`config.mk`:
```
export PLATFORM = sky130hd
export DESIGN_NAME = branch_predictor
export DESIGN_NICKNAME = d
export VERILOG_FILES = /design/src/rtl/branch_predictor_pkg.sv /design/src/rtl/branch_predictor_sat_counter.sv /design/src/rtl/branch_predictor.sv
export SDC_FILE = /design/constraint.sdc
export NUM_CORES = 1
export LEC_CHECK = 0
export BUFFER_PORTS_ARGS = -buffer_cell sky130_fd_sc_hd__clkbuf_2
export CORE_AREA = 2 2 149 151
export DETAILED_ROUTE_END_ITERATION = 16
export DIE_AREA = 0 0 151 153
export PLACE_DENSITY = 0.7
export SETUP_SLACK_MARGIN = 0.2
export SYNTH_ARGS = -nofsm -noshare
export SYNTH_HDL_FRONTEND = slang
export SYNTH_HIERARCHICAL = 1
export SYNTH_SLANG_ARGS = --single-unit
```
`constraint.sdc`:
```
create_clock -name clk -period 10.9 [get_ports clk]
set_input_delay 1.09 -clock clk [delete_from_list [all_inputs] [get_ports clk]]
set_output_delay 1.09 -clock clk [all_outputs]
set_load 0.03 [all_outputs]
```
`src/rtl/branch_predictor_pkg.sv`:
```
// Shared definitions for the bimodal branch predictor: opcodes, counter states, FSM states.
// Latency: n/a (package).
// Backpressure: n/a (package).
package branch_predictor_pkg;

    // Conditional branch opcodes seen in IF
    localparam logic [5:0] OP_BLTZ_BGEZ = 6'b000001;
    localparam logic [5:0] OP_BEQ       = 6'b000100;
    localparam logic [5:0] OP_BNE       = 6'b000101;
    localparam logic [5:0] OP_BLEZ      = 6'b000110;
    localparam logic [5:0] OP_BGTZ      = 6'b000111;

    // 2-bit saturating counter states; bit 1 is the taken prediction
    localparam logic [1:0] BP_SNT = 2'b00;
    localparam logic [1:0] BP_WNT = 2'b01;
    localparam logic [1:0] BP_WT  = 2'b10;
    localparam logic [1:0] BP_ST  = 2'b11;

    typedef enum logic {
        BP_IDLE  = 1'b0,
        BP_CLEAR = 1'b1
    } bp_state_e;

    function automatic logic is_branch(input logic [5:0] op);
        return (op == OP_BEQ) || (op == OP_BNE) || (op == OP_BLEZ) ||
               (op == OP_BGTZ) || (op == OP_BLTZ_BGEZ);
    endfunction

endpackage

```
`src/rtl/branch_predictor_sat_counter.sv`:
```
// 2-bit saturating counter next-state function for one predictor entry.
// Latency: combinational.
// Backpressure: none.
// Ports: cur (present counter), taken (resolved outcome), nxt (counter after training).
module bp_sat_counter
    import branch_predictor_pkg::*;
(
    input  logic [1:0] cur,
    input  logic       taken,
    output logic [1:0] nxt
);

    always_comb begin
        nxt = cur;
        if (taken) begin
            if (cur != BP_ST) nxt = cur + 2'd1;
        end else begin
            if (cur != BP_SNT) nxt = cur - 2'd1;
        end
    end

endmodule

```
`src/rtl/branch_predictor.sv`:
```
// Bimodal branch predictor: PC-indexed table of 2-bit counters, trained from ID, with clear sweep and perf counters.
// Latency: prediction and mispredict are combinational; training becomes visible the cycle after res_valid.
// Backpressure: none; updates arriving during a clear sweep are dropped (still counted).
// Ports: if_pc/if_op -> pred_taken lookup; res_* training and mispredict flag;
//        clear_req/busy sweep control; branch_cnt/miss_cnt saturating statistics.
module branch_predictor
    import branch_predictor_pkg::*;
#(
    parameter int         IDX_W   = 6,
    parameter logic [1:0] INIT_ST = 2'b01,
    parameter int         CNT_W   = 32
) (
    input  logic             clk,
    input  logic             rst,
    input  logic [31:0]      if_pc,
    input  logic [5:0]       if_op,
    output logic             pred_taken,
    input  logic             res_valid,
    input  logic [31:0]      res_pc,
    input  logic             res_taken,
    input  logic             res_pred,
    output logic             mispredict,
    input  logic             clear_req,
    output logic             busy,
    output logic [CNT_W-1:0] branch_cnt,
    output logic [CNT_W-1:0] miss_cnt
);

    localparam int ENTRIES = 1 << IDX_W;

    logic [1:0]       bht_q [ENTRIES];
    bp_state_e        state_q;
    logic [IDX_W-1:0] ptr_q;

    logic [IDX_W-1:0] lk_idx;
    logic [IDX_W-1:0] upd_idx;
    logic [1:0]       upd_nxt;

    // Word-aligned PCs: drop the byte offset, keep IDX_W bits, alias the rest
    assign lk_idx  = if_pc[IDX_W+1:2];
    assign upd_idx = res_pc[IDX_W+1:2];

    logic unused_pc_bits;
    assign unused_pc_bits = ^{if_pc[31:IDX_W+2], if_pc[1:0], res_pc[31:IDX_W+2], res_pc[1:0]};

    // Reads the registered table, so a same-cycle update to this index is not bypassed
    assign pred_taken = is_branch(if_op) & bht_q[lk_idx][1] & (state_q == BP_IDLE);
    assign mispredict = res_valid & (res_taken != res_pred);
    assign busy       = (state_q == BP_CLEAR);

    bp_sat_counter u_sat (
        .cur   (bht_q[upd_idx]),
        .taken (res_taken),
        .nxt   (upd_nxt)
    );

    always_ff @(posedge clk or posedge rst) begin
        if (rst) begin
            state_q <= BP_IDLE;
            ptr_q   <= '0;
        end else begin
            case (state_q)
                BP_IDLE: begin
                    if (clear_req) begin
                        state_q <= BP_CLEAR;
                        ptr_q   <= '0;
                    end
                end
                BP_CLEAR: begin
                    ptr_q <= ptr_q + IDX_W'(1);
                    if (ptr_q == IDX_W'(ENTRIES - 1)) state_q <= BP_IDLE;
                end
                default: state_q <= BP_IDLE;
            endcase
        end
    end

    always_ff @(posedge clk or posedge rst) begin
        if (rst) begin
            for (int i = 0; i < ENTRIES; i++) bht_q[i] <= INIT_ST;
        end else if (state_q == BP_CLEAR) begin
            bht_q[ptr_q] <= INIT_ST;
        end else if (res_valid) begin
            bht_q[upd_idx] <= upd_nxt;
        end
    end

    // Statistics stick at all-ones rather than wrapping
    always_ff @(posedge clk or posedge rst) begin
        if (rst) begin
            branch_cnt <= '0;
            miss_cnt   <= '0;
        end else begin
            if (res_valid && (branch_cnt != '1)) branch_cnt <= branch_cnt + CNT_W'(1);
            if (mispredict && (miss_cnt != '1))  miss_cnt   <= miss_cnt + CNT_W'(1);
        end
    end

endmodule

```
==> results.py, run 1 <==
metrics = {
    "finish": {
        "area_growth_pct": 11.8,
        "diodes": 0,
        "final_common_cell": "dfrtp_1",
        "drive_gt1_share_pct": 21.7,
        "final_cell_mix": "135 x dfrtp_1, 91 x nand2_1, 90 x clkbuf_2",
        "nNetsFinal": 1198,
        "nFillCells": 1921,
    },
    "clock_tree": {
        "clkSlewWorstSetupHoldPaths_ps": 70,
        "hold_buffers": 0,
        "numCtsBuffers": 17,
        "post_cts_resized": 0,
        "clock_latency_ps": 440,
        "cts_htree_levels": 4,
        "clock_path_buffers": 2,
        "cts_setup_buffers": 0,
        "clock-sinks": 199,
        "cts_tree": "done",
        "cts-root-buf": "clkbuf_16",
    },
    "power": {
        "pwr-share-clk_pct": 32.6,
        "p_switching_mw": 0.732,
        "swShare_pct": 35.2,
        "power_frac_comb_pct": 22.4,
        "cellLeakagePower_nw": 5.03,
        "p_total_mw": 2.08,
        "p_int_mw": 1.35,
        "vdd_ir_drop_max_uv": 105,
        "cellPowerDensity_nw_per_um2": 174,
        "power_frac_seq_pct": 45.0,
    },
    "timing": {
        "hold_viol_final": 0,
        "clock.fmax_mhz": 198,
        "period_minus_slack_ps": 5060,
        "worstMarginPinSlew_ps": 1180,
        "worst_slack_ps": 5840,
        "fin_skew_ps": 9.10,
        "rsz0062_at_grt": "no",
        "slew_headroom_pct": 21.0,
        "finalSetupViolations": 0,
        "report.final.slew_viol_count": 0,
        "period_share_pct": 46.4,
        "fin_setup_tns_ps": 0,
    },
    "drt": {
        "vias_per_cell": 6.45,
        "drcViolationCount": 0,
        "dr.pass1.iters": 7,
        "ant_nets": 0,
        "dr_total_vias": 9114,
        "routed_wl_um": 31000,
        "post_drt_wl_per_cell_um": 22.0,
        "drtIter0Drc": 1032,
    },
    "floorplanning": {
        "fp.dieW_um": 151,
        "fp-row-count": 54,
        "top_level_ports": 143,
        "die_h_um": 153,
        "die_area_um2": 23100,
        "coreArea_um2": 21500,
        "initial_core_util_pct": 49.6,
    },
    "yosys": {
        "syn_inst": 1060,
        "async_flop_share_pct": 100,
        "ys_ff_latch": 199,
        "avgSynthCellArea_um2": 10.1,
        "yosysSeqAreaShare_pct": 47.5,
        "synthFlopType": "dfrtp_1",
        "yosys_warnings": 6,
        "synth_edf_count": 0,
        "synth_cell_types": 62,
        "syn_area_um2": 10700,
        "syn_nets": 1139,
    },
    "place": {
        "hpwl_um": 20500,
        "dp_slack_ps": 5490,
        "gp_congestion": 0.991,
        "io_buffers": 90,
    },
    "worst_setup_path": {
        "cpMaxStageDelayCell": "maj3_2",
        "path_cells": "clkbuf_2, buf_4, nor2_1, a221oi_1, a21oi_1, a221oi_1, o22ai_1, or4_1, inv_1, maj3_2, inv_1, buf_4, a22oi_1",
        "critPathArrivalTime_ps": 5410,
        "timing.rr.end": "bht_q[74]",
        "startpoint": "res_pc[2]",
        "start_kind": "primary input",
        "worst-setup-path-type": "in -> reg",
        "timing.critical_path.to": "bht_q[74]",
        "worstPathRequired_ps": 11260,
        "r2r_cells": 9,
        "r2r_slack_ps": 7090,
        "cp_max_fo": 47,
        "slowest_delay_ps": 750,
        "endpoint_kind": "flop",
        "r2r-start": "bht_q[60]",
    },
    "min_path": {
        "min_path_type": "reg -> reg",
        "hold_path_depth": 2,
    },
    "grt": {
        "grt.total_usage_pct": 27.7,
        "grt_antenna_before_repair": 0,
        "grt_pass1_vias": 8682,
        "grt_max_degree": 124,
        "overflow": 0,
        "grt_pass1_wl_um": 49400,
    },
    "outcome": {
        "status": "finished, final reports clean",
    },
    "flow_run": {
        "maxCapViolations": 0,
    },
}
==> registers in the layout, summed over array words and instances, names as in the netlist <==
| signal | count |
|---|---|
| bht_q | 128 |
| branch_cnt | 32 |
| busy | 1 |
| miss_cnt | 32 |
| ptr_q | 6 |
==> synth_stat cells, types with 6 or more instances <==
| cell | n | share of area (%) |
|---|---|---|
| a211oi_1 | 8 | 0.56 |
| a21oi_1 | 40 | 1.9 |
| a221oi_1 | 14 | 1.2 |
| a22o_1 | 29 | 2.4 |
| a22oi_1 | 35 | 2.5 |
| and2_1 | 9 | 0.53 |
| and3_1 | 14 | 0.82 |
| and3b_1 | 6 | 0.49 |
| and4_1 | 10 | 0.82 |
| buf_1 | 6 | 0.21 |
| buf_2 | 7 | 0.33 |
| clkbuf_1 | 43 | 1.5 |
| dfrtp_1 | 135 | 32 |
| dfstp_2 | 64 | 16 |
| inv_1 | 70 | 2.5 |
| mux2_2 | 9 | 0.95 |
| mux2i_1 | 18 | 1.7 |
| mux4_2 | 25 | 5.3 |
| nand2_1 | 91 | 3.2 |
| nand3_1 | 35 | 1.6 |
| nand4_1 | 21 | 1.2 |
| nor2_1 | 71 | 2.5 |
| nor2b_1 | 12 | 0.70 |
| nor3_1 | 28 | 1.3 |
| o21ai_0 | 53 | 2.5 |
| o22a_1 | 25 | 2.1 |
| o22ai_1 | 39 | 2.3 |
| o32a_1 | 7 | 0.66 |
| o32ai_1 | 7 | 0.58 |
| or3_1 | 6 | 0.35 |
| xnor2_1 | 39 | 3.2 |
| xor2_1 | 23 | 1.9 |
==> power by group through the flow <==
stage	registers [mW]	clock network [mW]	logic, mW
2_1_floorplan	0.934	0	0.297
3_3_place_gp	0.941	0	0.451
3_5_place_dp	0.941	0	0.456
4_1_cts	0.929	0.687	0.457
5_1_grt	0.942	0.720	0.499
6_report	0.934	0.678	0.466
==> per-layer routing <==
metal	wire length, um	track usage, %	vias to the layer above
li1	-	-	4032
met1	12700	38.4	4462
met2	13900	41.6	507
met3	2960	6.75	113
met4	1460	11.4	0
met5	0	1.30	-
==> metrics by stage <==
step | area, um^2 | util, % | std cells | hold WS (ps)
3_5_place_dp | 11300 | 52.6 | 1380 | 459
2_1_floorplan | 10700 | - | 1060 | 448
4_1_cts | 11900 | 55.5 | 1412 | 474
6_report | 11900 | 55.5 | 1412 | 472
3_3_place_gp | 11300 | 52.6 | 1380 | 460
5_1_grt | 11900 | 55.5 | 1412 | 483
==> critical path: cells and delay by family <==
kind	cells	cell delay, ps
simple gates	2	920
fa+ha+maj	1	750
compound gates	5	1110
buf+inv	5	1490
==> worst min path at each step <==
stage                          from         to
final                     bht_q[62]  bht_q[62]
after global routing      bht_q[60]  bht_q[60]
after CTS                 bht_q[62]  bht_q[62]
after detailed placement  bht_q[62]  bht_q[62]
after global placement    bht_q[40]  bht_q[40]
after floorplan           bht_q[56]  bht_q[56]
==> cell families after synthesis <==
logic type / after synthesis / share of synthesized area (%)
and+or+nand+nor: 331 / 15.7
xor gates and xnor gates: 62 / 5.10
muxes: 52 / 7.92
adders and majority gates: 5 / 0.564
AOI/OAI and AO/OA: 281 / 18.5
buffers and inverters: 130 / 4.77
DFF: 199 / 47.5
==> layout make-up <==
| type | count | area, um^2 | area share (%) |
|---|---|---|---|
| clock inverters | 14 | 184 | 1.54 |
| clock buffers | 18 | 439 | 3.69 |
| flip-flops and latches | 199 | 5060 | 42.5 |
| well taps | 280 | 350 | 2.94 |
| repair buffers | 99 | 518 | 4.35 |
| inverters | 71 | 274 | 2.30 |
| multi-input cells | 731 | 5090 | 42.7 |
(Power assumes the default switching activity.)
==> inputs of run 2 (changes only) <==
--- a/config.mk
+++ b/config.mk
@@ -5,11 +5,12 @@
 export SDC_FILE = /design/constraint.sdc
 export NUM_CORES = 1
 export LEC_CHECK = 0
+export ABC_AREA = 1
 export BUFFER_PORTS_ARGS = -buffer_cell sky130_fd_sc_hd__clkbuf_2
-export CORE_AREA = 2 2 149 151
+export CORE_AREA = 2 2 160 162
 export DETAILED_ROUTE_END_ITERATION = 16
-export DIE_AREA = 0 0 151 153
-export PLACE_DENSITY = 0.7
+export DIE_AREA = 0 0 162 164
+export PLACE_DENSITY = 0.69
 export SETUP_SLACK_MARGIN = 0.2
 export SYNTH_ARGS = -nofsm -noshare
 export SYNTH_HDL_FRONTEND = slang
==> constraint.sdc (replaced) <==
create_clock -name clk -period 5.3 [get_ports clk]
set_input_delay 0.53 -clock clk [delete_from_list [all_inputs] [get_ports clk]]
set_output_delay 0.53 -clock clk [all_outputs]
set_load 0.03 [all_outputs]
==> run 2 against run 1 <==
  * Largest cell class unchanged
  * Critical path type is now in -> out
  * First-iteration DRC count grew 25%
  * Register-to-register slack worse by 4700 ps
  * Sequential share of layout area decreased by 5.0 points
==> results.py, run 2 <==
metrics = {
    "yosys": {
        "yosys_warnings": 6,
        "synth_top_cells_by_area": "dfrtp_1 28%, dfstp_2 14%, nand2_1 14%",
        "ys_ff_latch": 199,
        "yosysSeqAreaShare_pct": 41.5,
        "synth_commonest_cells": "448 x nand2_1, 279 x inv_1, 158 x nor2_1",
        "yosysTopAreaCell": "dfrtp_1",
        "netlist.area_leader.share_pct": 27.7,
        "syn_area_um2": 12200,
        "syn_inst": 1739,
        "synth_edf_count": 0,
        "syn_nets": 1818,
        "synthFlopType": "dfrtp_1",
        "yosysMostFrequentCell": "nand2_1",
        "synth_cell_types": 40,
        "async_flop_share_pct": 100,
        "avgSynthCellArea_um2": 7.01,
    },
    "floorplanning": {
        "initial_core_util_pct": 49.1,
        "die_area_um2": 26600,
        "die_h_um": 164,
        "top_level_ports": 143,
        "fp.dieW_um": 162,
        "coreArea_um2": 24800,
        "fp-row-count": 58,
    },
    "clock_tree": {
        "post_cts_resized": 0,
        "numCtsBuffers": 17,
        "hold_buffers": 0,
        "cts_tree": "done",
        "clock-sinks": 199,
        "clkSlewWorstSetupHoldPaths_ps": 90,
        "clock_latency_ps": 460,
        "cts-root-buf": "clkbuf_16",
        "cts_setup_buffers": 0,
        "clock_path_buffers": 2,
        "cts_htree_levels": 4,
    },
    "power": {
        "vdd_ir_drop_max_uv": 317,
        "cellPowerDensity_nw_per_um2": 342,
        "cellLeakagePower_nw": 6.01,
    },
    "grt": {
        "overflow": 0,
        "grt_antenna_before_repair": 0,
        "grt.total_usage_pct": 30.0,
        "grt_pass1_wl_um": 62000,
        "grt_pass1_vias": 11400,
        "grt_max_degree": 183,
    },
    "finish": {
        "drive_gt1_share_pct": 13.3,
        "final_common_cell": "nand2_1",
        "top_register": "bht_q",
        "nFillCells": 2457,
        "area_growth_pct": 10.8,
        "multi_input_area_um2": 5730,
        "diodes": 0,
        "largestRegisters": "bht_q (128), branch_cnt (32), miss_cnt (32)",
        "nNetsFinal": 1879,
        "seq_area_um2": 5060,
        "final_cell_mix": "447 x nand2_1, 278 x inv_1, 158 x nor2_1",
        "largest_reg_flops": 128,
    },
    "place": {
        "hpwl_um": 25800,
        "dp_slack_ps": 1490,
        "gp_congestion": 0.944,
        "io_buffers": 90,
    },
    "drt": {
        "vias_per_cell": 5.61,
        "drcViolationCount": 0,
        "ant_nets": 0,
        "routed_wl_um": 39000,
        "dr.pass1.iters": 6,
        "dr_total_vias": 12000,
        "post_drt_wl_per_cell_um": 18.2,
        "drtIter0Drc": 1292,
    },
    "worst_setup_path": {
        "cp_max_fo": 17,
        "worstPathRequired_ps": 4770,
        "start_kind": "primary input",
        "critPathArrivalTime_ps": 3050,
        "endpoint_kind": "output pin",
        "worst-setup-path-type": "in -> out",
    },
    "timing": {
        "hold_viol_final": 0,
        "worst_slack_ps": 1720,
        "rsz0062_at_grt": "no",
        "fin_skew_ps": 16.8,
        "worstMarginPinSlew_ps": 1190,
        "period_share_pct": 67.6,
        "period_minus_slack_ps": 3580,
        "finalSetupViolations": 0,
        "report.final.slew_viol_count": 0,
        "clock.fmax_mhz": 279,
        "slew_headroom_pct": 20.7,
        "fin_setup_tns_ps": 0,
    },
    "min_path": {
        "min_path_type": "in -> async",
    },
    "flow_run": {
        "maxCapViolations": 0,
    },
    "outcome": {
        "status": "finished, final reports clean",
    },
}
==> run 2: final timing paths <==
check	startpoint	endpoint	slack (ps)	cells after the start
max in group asynchronous	rst	bht_q[121]	3920	3
max reg2reg	bht_q[51]	bht_q[30]	2350	16
min reg2reg	bht_q[0]	bht_q[0]	510	2
max	if_pc[3]	pred_taken	1720	11
min	rst	branch_cnt[0]	60	2
min in group clk	clear_req	ptr_q[2]	420	4
==> run 2: critical path: stages <==
cell and delay [ps]:
clkbuf_2 440, clkinv_1 830, a21oi_1 330, o21ai_0 120, nand3_1 120, nand2_1 70, nor2_1 200, nor2_1 80
nor2_1 90, nor2_1 50, clkbuf_2 170
==> run 2: logic make-up (layout without fill, tap and decap cells) <==
kind of cell | after synthesis | in the layout | synth area share [%]
and+or+nand+nor | 793 | 793 | 27.4
buffers and inverters | 356 | 430 | 11.6
AOI/OAI and AO/OA | 330 | 330 | 15.0
DFF | 199 | 199 | 41.5
xor gates and xnor gates | 58 | 58 | 4.17
adders and majority gates | 3 | 3 | 0.308
==> run 2: stage by stage <==
stage	utilization [%]	power, mW	hold slack [ps]	cells	cell area, um^2
after floorplan	-	2.82	474	1739	12200
after global placement	52.0	3.25	493	2111	12900
after detailed placement	52.0	3.27	497	2111	12900
after CTS	54.4	4.61	65.9	2143	13500
after global routing	54.4	4.83	101	2143	13500
final	54.4	4.62	57.1	2143	13500
==> run 2: per-layer routing <==
layer  wire [um]  track usage (%)  part of all wire, %
met5           0                0                    0
met4        1620             13.2                  4.1
met3        3750             4.42                  9.6
met2       17700             48.4                   45
met1       16000             40.5                   41
==> run 2: final cells by class <==
class	instances	share of cell area (%)
Timing Repair Buffer	106	4.50
Clock inverter	15	1.31
Multi-Input combinational cell	1184	42.4
Sequential cell	199	37.5
Clock buffer	17	3.15
Tap cell	330	3.06
Inverter	292	8.14
==> run 2: power by group <==
part / switching [mW] / internal (mW)
registers: 0.207 / 1.74
clock network: 0.709 / 0.641
logic: 0.976 / 0.353
total: 1.89 / 2.73
